<file path="config.mk">
export PLATFORM = sky130hd
export DESIGN_NAME = vga_clock_reconfig
export DESIGN_NICKNAME = d
export VERILOG_FILES = /design/src/rtl/vga_clock_pkg.sv /design/src/rtl/vga_clock_drp_rom.sv /design/src/rtl/vga_clock_reconfig.sv
export SDC_FILE = /design/constraint.sdc
export NUM_CORES = 1
export LEC_CHECK = 0
export BUFFER_PORTS_ARGS = -buffer_cell sky130_fd_sc_hd__buf_2
export CAP_MARGIN = 20
export CORE_ASPECT_RATIO = 1.4
export CORE_MARGIN = 4
export CORE_UTILIZATION = 57
export CTS_CLUSTER_SIZE = 12
export DETAILED_ROUTE_END_ITERATION = 12
export GPL_ROUTABILITY_DRIVEN = 0
export PLACE_DENSITY = 0.77
export SLEW_MARGIN = 20
export SYNTH_ARGS = -nofsm -noshare
export SYNTH_HDL_FRONTEND = slang
export SYNTH_SLANG_ARGS = --single-unit
</file>
<file path="constraint.sdc">
create_clock -name clk_33 -period 2.35 [get_ports clk_33]
set_clock_uncertainty 0.05 [all_clocks]
set_input_delay 0.47 -clock clk_33 [delete_from_list [all_inputs] [get_ports clk_33]]
set_output_delay 0.47 -clock clk_33 [all_outputs]
set_load 0.005 [all_outputs]
</file>
<file path="src/rtl/vga_clock_pkg.sv">
// Shared types and constants for the pixel-clock MMCM runtime sequencer.
// Holds DRP table entry layout, mode codes and FSM states.
package vga_clock_pkg;

    localparam int NUM_MODES = 4;

    localparam logic [2:0] VIC_1 = 3'd1;
    localparam logic [2:0] VIC_2 = 3'd2;
    localparam logic [2:0] VIC_3 = 3'd3;
    localparam logic [2:0] VIC_4 = 3'd4;

    typedef struct packed {
        logic [6:0]  addr;
        logic [15:0] mask;
        logic [15:0] data;
    } drp_entry_t;

    typedef enum logic [3:0] {
        IDLE,
        ASSERT_RST,
        RD,
        RD_WAIT,
        WR,
        WR_WAIT,
        NEXT,
        RELEASE,
        LOCK_WAIT,
        FAIL,
        VFY,
        VFY_WAIT
    } state_t;

    // Counter register 1: high time in [11:6], low time in [5:0].
    function automatic logic [15:0] div_hi_lo(input logic [6:0] d);
        logic [5:0] hi;
        logic [5:0] lo;
        hi = d[6:1];
        lo = 6'(d - {1'b0, d[6:1]});
        return {4'b0000, hi, lo};
    endfunction

    // Counter register 2: edge bit [7] set for odd divides.
    function automatic logic [15:0] div_edge(input logic [6:0] d);
        return {8'h00, d[0], 7'h00};
    endfunction

endpackage

</file>
<file path="src/rtl/vga_clock_drp_rom.sv">
// Per-mode MMCM DRP tables: (mode, index) -> address, keep-mask, data.
// Only CLKOUT0 and CLKFBOUT counters differ between video modes.
module vga_clock_drp_rom
    import vga_clock_pkg::*;
(
    input  logic [2:0] mode,
    input  logic [4:0] idx,
    output drp_entry_t entry
);

    logic [6:0] fb_mult;
    logic [6:0] out0_div;
    localparam logic [6:0] SPARE_DIV = 7'd10;

    // Table lookup: mode picks the mult/div pair, idx picks the register.
    always_comb begin
        fb_mult  = 7'd36;
        out0_div = 7'd8;
        unique case (mode)
            VIC_1:   begin fb_mult = 7'd30; out0_div = 7'd40; end
            VIC_2:   begin fb_mult = 7'd27; out0_div = 7'd33; end
            VIC_3:   begin fb_mult = 7'd27; out0_div = 7'd12; end
            default: begin fb_mult = 7'd36; out0_div = 7'd8;  end
        endcase
        entry = '{7'h00, 16'h0000, 16'h0000};
        unique case (idx)
            5'd0:  entry = '{7'h28, 16'h0000, 16'hFFFF};
            5'd1:  entry = '{7'h08, 16'h1000, div_hi_lo(out0_div)};
            5'd2:  entry = '{7'h09, 16'hFC00, div_edge(out0_div)};
            5'd3:  entry = '{7'h0A, 16'h1000, div_hi_lo(SPARE_DIV)};
            5'd4:  entry = '{7'h0B, 16'hFC00, div_edge(SPARE_DIV)};
            5'd5:  entry = '{7'h0C, 16'h1000, div_hi_lo(SPARE_DIV)};
            5'd6:  entry = '{7'h0D, 16'hFC00, div_edge(SPARE_DIV)};
            5'd7:  entry = '{7'h0E, 16'h1000, div_hi_lo(SPARE_DIV)};
            5'd8:  entry = '{7'h0F, 16'hFC00, div_edge(SPARE_DIV)};
            5'd9:  entry = '{7'h10, 16'h1000, div_hi_lo(SPARE_DIV)};
            5'd10: entry = '{7'h11, 16'hFC00, div_edge(SPARE_DIV)};
            5'd11: entry = '{7'h06, 16'h1000, div_hi_lo(SPARE_DIV)};
            5'd12: entry = '{7'h07, 16'hFC00, div_edge(SPARE_DIV)};
            5'd13: entry = '{7'h12, 16'h1000, div_hi_lo(SPARE_DIV)};
            5'd14: entry = '{7'h13, 16'hFC00, div_edge(SPARE_DIV)};
            5'd15: entry = '{7'h16, 16'hC000, 16'h1041};
            5'd16: entry = '{7'h14, 16'h1000, div_hi_lo(fb_mult)};
            5'd17: entry = '{7'h15, 16'hFC00, div_edge(fb_mult)};
            5'd18: entry = '{7'h18, 16'hFC00, 16'h03E8};
            5'd19: entry = '{7'h19, 16'h8000, 16'h7C01};
            5'd20: entry = '{7'h1A, 16'h8000, 16'h7FE9};
            5'd21: entry = '{7'h4E, 16'h66FF, 16'h0900};
            5'd22: entry = '{7'h4F, 16'h666F, 16'h1000};
            default: entry = '{7'h00, 16'h0000, 16'h0000};
        endcase
    end

endmodule

</file>
<file path="src/rtl/vga_clock_reconfig.sv">
// Runtime video-mode sequencer: reprograms the pixel-clock MMCM over DRP.
// Optional readback check of every write: VGA_CLOCK_RECONFIG_VERIFY_EN.
module vga_clock_reconfig #(
    parameter int NUM_REGS     = 23,
    parameter int DRDY_TIMEOUT = 64,
    parameter int LOCK_TIMEOUT = 65536,
    parameter int DEFAULT_MODE = 4
) (
    input  logic        clk_33,
    input  logic        reset,
    input  logic [2:0]  mode_code,
    input  logic        mode_valid,
    output logic        mode_ready,
    output logic        drp_den,
    output logic        drp_dwe,
    output logic [6:0]  drp_daddr,
    output logic [15:0] drp_di,
    input  logic [15:0] drp_do,
    input  logic        drp_drdy,
    output logic        mmcm_rst,
    input  logic        mmcm_locked,
    output logic [2:0]  current_mode,
    output logic        busy,
    output logic        pixel_clk_good,
    output logic        error,
    output logic        done
);
    import vga_clock_pkg::*;

    localparam int CW = $clog2(LOCK_TIMEOUT + 1);

    state_t      state;
    state_t      state_n;
    logic [4:0]  idx;
    logic [2:0]  target;
    logic [15:0] wdata;
    logic [CW-1:0] cnt;
    drp_entry_t  ent;
    logic        code_ok;
    logic        new_req;
    logic        drdy_hit;
    logic        lock_hit;
    logic        last;

    vga_clock_drp_rom u_rom (
        .mode  (target),
        .idx   (idx),
        .entry (ent)
    );

    assign code_ok  = (mode_code != 3'd0) && (mode_code <= 3'(NUM_MODES));
    assign new_req  = code_ok && !((mode_code == current_mode) && !error);
    assign drdy_hit = (cnt == CW'(DRDY_TIMEOUT - 1));
    assign lock_hit = (cnt == CW'(LOCK_TIMEOUT - 1));
    assign last     = (idx == 5'(NUM_REGS - 1));

    assign mode_ready     = (state == IDLE);
    assign busy           = (state != IDLE);
    assign pixel_clk_good = mmcm_locked && (state == IDLE) && !error;

    // State register; reset restarts a full program of the default mode.
    always_ff @(posedge clk_33 or posedge reset) begin
        if (reset) state <= ASSERT_RST;
        else       state <= state_n;
    end

    // Next-state and DRP strobes.
    always_comb begin
        state_n   = state;
        drp_den   = 1'b0;
        drp_dwe   = 1'b0;
        drp_daddr = 7'h00;
        drp_di    = 16'h0000;
        unique case (state)
            IDLE: begin
                if (mode_valid && new_req) state_n = ASSERT_RST;
            end
            ASSERT_RST: state_n = RD;
            RD: begin
                drp_den   = 1'b1;
                drp_daddr = ent.addr;
                state_n   = RD_WAIT;
            end
            RD_WAIT: begin
                if (drp_drdy)      state_n = WR;
                else if (drdy_hit) state_n = FAIL;
            end
            WR: begin
                drp_den   = 1'b1;
                drp_dwe   = 1'b1;
                drp_daddr = ent.addr;
                drp_di    = wdata;
                state_n   = WR_WAIT;
            end
            WR_WAIT: begin
`ifdef VGA_CLOCK_RECONFIG_VERIFY_EN
                if (drp_drdy)      state_n = VFY;
`else
                if (drp_drdy)      state_n = NEXT;
`endif
                else if (drdy_hit) state_n = FAIL;
            end
`ifdef VGA_CLOCK_RECONFIG_VERIFY_EN
            VFY: begin
                drp_den   = 1'b1;
                drp_daddr = ent.addr;
                state_n   = VFY_WAIT;
            end
            VFY_WAIT: begin
                if (drp_drdy) begin
                    if (((drp_do ^ wdata) & ~ent.mask) != 16'h0000)
                        state_n = FAIL;
                    else
                        state_n = NEXT;
                end else if (drdy_hit) begin
                    state_n = FAIL;
                end
            end
`endif
            NEXT:      state_n = last ? RELEASE : RD;
            RELEASE:   state_n = LOCK_WAIT;
            LOCK_WAIT: begin
                if (mmcm_locked)   state_n = IDLE;
                else if (lock_hit) state_n = FAIL;
            end
            FAIL:      state_n = IDLE;
            default:   state_n = IDLE;
        endcase
    end

    // Datapath: request latch, table index, merge value, timeouts, status.
    always_ff @(posedge clk_33 or posedge reset) begin
        if (reset) begin
            idx          <= 5'd0;
            target       <= 3'(DEFAULT_MODE);
            wdata        <= 16'h0000;
            cnt          <= '0;
            current_mode <= 3'(DEFAULT_MODE);
            error        <= 1'b0;
            done         <= 1'b0;
            mmcm_rst     <= 1'b1;
        end else begin
            done <= 1'b0;
            unique case (state)
                IDLE: begin
                    if (mode_valid) begin
                        if (!code_ok) begin
                            error <= 1'b1;
                            done  <= 1'b1;
                        end else if (!new_req) begin
                            done  <= 1'b1;
                        end else begin
                            error  <= 1'b0;
                            target <= mode_code;
                            idx    <= 5'd0;
                        end
                    end
                end
                ASSERT_RST: mmcm_rst <= 1'b1;
                RD, WR, VFY: cnt <= '0;
                RD_WAIT: begin
                    cnt <= cnt + 1'b1;
                    if (drp_drdy) wdata <= (drp_do & ent.mask) | ent.data;
                end
                WR_WAIT, VFY_WAIT: cnt <= cnt + 1'b1;
                NEXT: begin
                    if (!last) idx <= idx + 5'd1;
                end
                RELEASE: begin
                    mmcm_rst <= 1'b0;
                    cnt      <= '0;
                end
                LOCK_WAIT: begin
                    cnt <= cnt + 1'b1;
                    if (mmcm_locked) begin
                        current_mode <= target;
                        done         <= 1'b1;
                    end
                end
                FAIL: begin
                    error    <= 1'b1;
                    done     <= 1'b1;
                    mmcm_rst <= 1'b1;
                end
                default: ;
            endcase
        end
    end

endmodule

</file>
# Yosys cells after proc, flatten, opt, wreduce, memory -nomap -nowiden
# Index checks and enable logic that the tools add are counted.
# classes
n_addsub,4
magnitude_cmp,1
muxes,31
bitwise,2
n_reduce_logical,27
n_eq_ne,46
# ops
cell,count
$pmux W39 S23,1
$eq A5 B4 Y1 const B,8
$pmux W4 S9,1
$eq A5 B5 Y1 const B,7
$pmux W17 S2,1
$mux W4,6
$eq A5 B3 Y1 const B,4
$mux W5,4
$pmux W6 S3,1
$add A17 B1 Y17 const B,1
$eq A17 B16 Y1 const B,1
$eq A17 B6 Y1 const B,1
$and A16 B16 Y16,1
$eq A4 B3 Y1 const B,4
$eq A4 B4 Y1 const B,4
$mux W16,1
$or A16 B16 Y16,1
$pmux W6 S2,1
$sub A6 B5 Y6,2
$eq A5 B2 Y1 const B,2
$pmux W5 S2,1
$mux W1,9
$eq A4 B2 Y1 const B,2
$reduce_bool A2 Y1,4
other kinds (27),43
# word_totals
output_inout_bits,34
regBits,51
wordCells,120

# Longest topological paths before layout
# depth
word_depth,8
depth_mapped,7
depth_no_buf,7

# Cells and area by module
# From an unflattened synthesis, not the netlist that was laid out.
# unflattened
hier_cells,449
hier_area_um2,3756.1
# by_module_without_submodules
mod,area_per_inst_um2,cells_per_inst,n_inst
vga_clock_reconfig,2867.8,306,1
vga_clock_drp_rom,888.4,143,1

# Least setup slack after synthesis
# No wires, ideal clock.
# synth_timing
path_type,reg-to-output
startpoint,register idx[0]
endpoint,output port drp_daddr[4]
path_buffers,1
path_slack_ns,0.128
path_stages_with_launch,6
required_ns,1.830
t_arrival_ns,1.702
cell_sequence,dfrtp_1 -> ha_1 -> clkbuf_1 -> and3_1 -> ha_1 -> o41a_1
# synth_between
elab_chain_cells,3
elab_cells_between_ends,25
cone_classes,eq/ne (22); mux (2); reduce/logical (1)
# synth_rtl
item,line,source
start: declaration,vga_clock_reconfig.sv:34,logic [4:0] idx;
start signal: assignment,vga_clock_reconfig.sv:167,if (!last) idx <= idx + 5'd1;
$eq A5 B5 Y1 (tied with other cells),vga_clock_drp_rom.sv:26,unique case (idx)
$pmux W39 S23 *,vga_clock_drp_rom.sv:26,
$mux W7 *,vga_clock_reconfig.sv:74,unique case (state)
end: declaration,vga_clock_reconfig.sv:16,"output logic [6:0] drp_daddr,"
# Mark *: on every way between the ends. The rest lies on a longest branch, timed or not.

# Worst setup path in the final report
# layout_timing
startpoint,register idx[1]
endpoint,output port drp_daddr[2]
# Same word-level chain as after synthesis.

==> results.md <==
Run status:
- The flow ran to the end, but the final reports show violations.
- The final reports fail on setup timing.

STA:
- At the pin with the least slew margin, the transition time is 588 ps.
- Setup repair after global routing could not meet its margin everywhere.
- The setup violation total in the final timing report is 2.
- The normalized max-slew margin is 0.603.
- In the post-route analysis, the smallest setup slack over all paths is -45.2 ps.
- The hold violation count in the final report is 0.
- For this run, the top clock speed supported by timing is 418 MHz.
- The total count of max-transition violations in the final report is 0.
- After layout, the minimum clock period comes to 2400 ps.
- Of the available clock period, the critical path in the final layout requires 1.02.

Logic synthesis:
- The complex-gate fraction of the synthesized area is 0.201.
- The average footprint of a synthesized cell is 8.69 µm².
- The number of nets handed over by synthesis was 447.
- The proportion of synthesized area in mux cells is 0.0498.
- Of all flip-flops after synthesis, the portion carrying an async set or reset was 1.00.
- The most used flip-flop cell after synthesis is sky130_fd_sc_hd__dfrtp_1.
- The cell count after synthesis is 413.
- Synthesis inferred 51 register bits.
- After synthesis, the largest family of logic cells by area is simple AND/OR/NAND/NOR gates.
- For this run, the register share of the synthesized area comes to 0.357.
- The synthesized area is 3590 µm².
- The total number of yosys warnings is 0.
- The simple-gate share of the synthesized area is 0.278.
- Of the total synthesized cell area, the portion taken by XOR and XNOR cells is 0.0195.
- The fraction of the mapped netlist area in adder cells is 0.0376.
- The count of unique library cells instantiated by Yosys is 75.
- The number of enable-type register cells in the synthesized netlist is 0.

Routing:
- The total iterations of the first detailed-routing run is 6.
- After detailed routing, the average wire length per cell comes to 18.4 µm.
- The final layout contains routed wiring with a total length of 10200 µm.
- The total number of vias is 3608.
- After the first detailed-routing iteration, the DRC count stood at 254.
- The detailed-route DRC error count is 0.
- The average via count per standard cell is 6.49.
- The count of nets left with antenna violations once routing finished came out at 0.

Cells and area:
- The final layout net count is 519.
- In the final layout, the multi-input gates occupy 2260 µm².
- The antenna cell count is 0.
- The filler cell count is 438.
- The footprint of the flip-flops and latches is 1290 µm².
- Leaving out fill and tap cells, the most frequent cell in the layout is sky130_fd_sc_hd__buf_2.
- The top cell types in the final layout, fill and taps aside, are sky130_fd_sc_hd__buf_2 (56), sky130_fd_sc_hd__dfrtp_1 (42), sky130_fd_sc_hd__nand2_1 (32), sky130_fd_sc_hd__buf_4 (31), sky130_fd_sc_hd__nor2_1 (29).
- Of the cells placed in the final design, the portion with a size suffix greater than 1 is 0.315.
- The synthesis-to-finish area growth is 23.5%.

Critical path:
- Data on the critical path arrives at its endpoint at 1880 ps.
- The delay of the slowest critical-path stage is 470 ps.
- The slowest stage of the critical path belongs to the cell sky130_fd_sc_hd__dfrtp_2.
- Counting both buffers and inverters, the worst setup path holds a total of 3.
- The required time of the worst setup path is 1830 ps.
- The peak fanout along the critical path is 6.
- The category of the critical setup timing path is reg -> out.
- The endpoint class of the critical path is a primary output.
- The cell family contributing the most delay on the critical path is flip-flops.
- The signal on the critical path passes through inv_4, ha_4, buf_4, o21ai_0, nor2_1, o21ai_1, a21oi_1, buf_2.
- In this run the critical register-to-register path is launched from idx[1].
- The number of cells on the worst reg-to-reg path is 9.
- The reg2reg setup slack is 190 ps.
- The capturing point of the worst reg2reg path is wdata[7].
- The worst setup path is launched from a flop.

Clock tree:
- The buffer levels on the longest clock path is 2.
- Clock-pin slew was measured on the worst setup and hold paths at 90 ps.
- The clock buffer count from CTS is 5.
- CTS saw 51 sinks.
- The latest clock arrival within the worst-skew pair is 300 ps.
- The cell chosen for the clock root is sky130_fd_sc_hd__clkbuf_8.
- The number of H-tree levels is 2.
- TritonCTS built the clock tree.

Power and ir drop:
- The total leakage power is 2.05 nW.
- The net switching fraction of the power is 0.466.
- The share of total power dissipated in the clock network is 0.092.
- The net switching power is 2.67 mW.
- The internal power of the cells totals 3.07 mW.
- Of the total power, registers draw 0.281.
- Across the VDD grid, the largest voltage drop is 0.987 mV.
- The design draws 5.74 mW.
- The part of the power in combinational logic is 0.627.
- Dividing total power by cell area gives a power density of 1290 nW/µm².

Place:
- The count of buffers inserted at the top-level ports is 56.
- Before CTS, the worst setup slack after placement is 105 ps.
- The detailed-placement wirelength estimate is 7110 µm.

Global routing:
- The first global-routing pass estimated 16300 µm of wire.
- The all-layer global routing usage is 0.271.
- The layer with the highest usage after global routing is met2.
- The total overflow left after global routing is 0.
- The number of global-route vias before repair is 3485.
- The met1 usage is 0.317.
- Entering global routing, the biggest net connects 30 pins.
- The met2 routing resource usage after global routing is 0.480.
- The met3 track demand over resource is 0.0413.
- The number of antenna violations at the first check in global routing is 0.

Die:
- The die boundary width is 75.1 µm.
- The floorplan row count is 33.
- The initial standard-cell utilization of the core is 0.600.
- The count of boundary I/O pins is 58.
- The die covers 7650 µm².
- After floorplanning, the core was sized to cover 5990 µm².
- From bottom edge to top edge, the die measures 102 µm.

Worst hold path:
- The path class of the lowest-slack min-delay path is in -> async.

Job:
- The max-capacitance violation count is 0.
[cells by family after synthesis]
group	Yosys count
AO/OA/AOI/OAI	102
XOR/XNOR	8
adder cells (fa/ha/maj)	11
buffers and inverters	49
flip-flops	51
multiplexers	17
AND/OR/NAND/NOR	175
[synth_stat cells (4+ instances only)]
cell type / instances / area (µm²)
sky130_fd_sc_hd__o311ai_1: 4 / 35.0
sky130_fd_sc_hd__nor4_1: 5 / 31.3
sky130_fd_sc_hd__xor2_1: 5 / 43.8
sky130_fd_sc_hd__o21ai_0: 12 / 60.1
sky130_fd_sc_hd__nor3_1: 11 / 55.1
sky130_fd_sc_hd__ha_1: 10 / 125
sky130_fd_sc_hd__nand3_1: 18 / 90.1
sky130_fd_sc_hd__dfstp_2: 4 / 105
sky130_fd_sc_hd__dfrtp_1: 47 / 1180
sky130_fd_sc_hd__mux2i_1: 10 / 100
sky130_fd_sc_hd__nand4_1: 6 / 37.5
sky130_fd_sc_hd__a21oi_1: 13 / 65.1
sky130_fd_sc_hd__o31ai_1: 6 / 45.0
sky130_fd_sc_hd__inv_1: 16 / 60.1
sky130_fd_sc_hd__clkbuf_1: 22 / 82.6
sky130_fd_sc_hd__a31oi_1: 14 / 87.6
sky130_fd_sc_hd__nor2b_1: 7 / 43.8
sky130_fd_sc_hd__a41oi_1: 4 / 35.0
sky130_fd_sc_hd__nor2_1: 31 / 116
sky130_fd_sc_hd__and3_1: 25 / 156
sky130_fd_sc_hd__o21ai_1: 10 / 50.1
sky130_fd_sc_hd__nand2_1: 33 / 124
sky130_fd_sc_hd__buf_2: 5 / 25.0
sky130_fd_sc_hd__mux2_1: 4 / 45.0
sky130_fd_sc_hd__nand2b_1: 10 / 62.6
[metrics by stage]
step / instance area (µm²) / util / hold slack, ps / std cells / TNS [ps]
after floorplan: 3590 / - / 397 / 413 / 0
after global placement: 4070 / 0.680 / 409 / 536 / 0
after detailed placement: 4070 / 0.680 / 424 / 536 / 0
after CTS: 4330 / 0.723 / 152 / 549 / -38.1
after global routing: 4430 / 0.741 / 191 / 556 / -501
final: 4430 / 0.741 / 142 / 556 / -74.2
[sequential cells by signal, indices dropped and copies added, names as in the netlist]
register      count
cnt              17
error             1
state             4
idx               5
mmcm_rst          1
target            3
done              1
wdata            16
current_mode      3
[area by class of cell]
cell class,instances,share of cell area
well taps,70,0.0198
clock buffers,7,0.0195
flip-flops and latches,51,0.290
multi-input cells,313,0.509
repair buffers,95,0.142
clock inverters,1,0.00198
inverters,19,0.0172
[power by group through the flow]
stage | clock, mW | combinational, mW | sequential, mW
floorplan | 0 | 2.29 | 1.38
global placement | 0 | 3.00 | 1.55
detailed placement | 0 | 3.06 | 1.57
CTS | 0.541 | 3.28 | 1.59
global route | 0.569 | 3.93 | 1.67
finish | 0.526 | 3.60 | 1.62
[repair_timing]
action,4_1_cts,5_1_grt
endpoints found under the setup margin,7,7
buffers inserted,5,7
pin swaps,5,2
resized for setup,30,14
hold buffers,0,0
[layer usage]
layer	routed length (µm)	part of all wire
met2	5340	0.52
met5	0	0
met1	3920	0.38
met3	534	0.052
met4	433	0.042
[worst max path at each step]
stage | startpoint | end | slack (ps) | depth (start not counted)
after CTS | idx[1] | drp_daddr[4] | -20 | 5
after global placement | idx[0] | drp_daddr[3] | 130 | 7
final | idx[1] | drp_daddr[2] | -50 | 8
after floorplan | idx[0] | drp_daddr[4] | 130 | 5
after detailed placement | idx[1] | drp_daddr[3] | 100 | 7
after global routing | idx[1] | drp_daddr[2] | -200 | 8
Power figures use the tool's default switching activity.
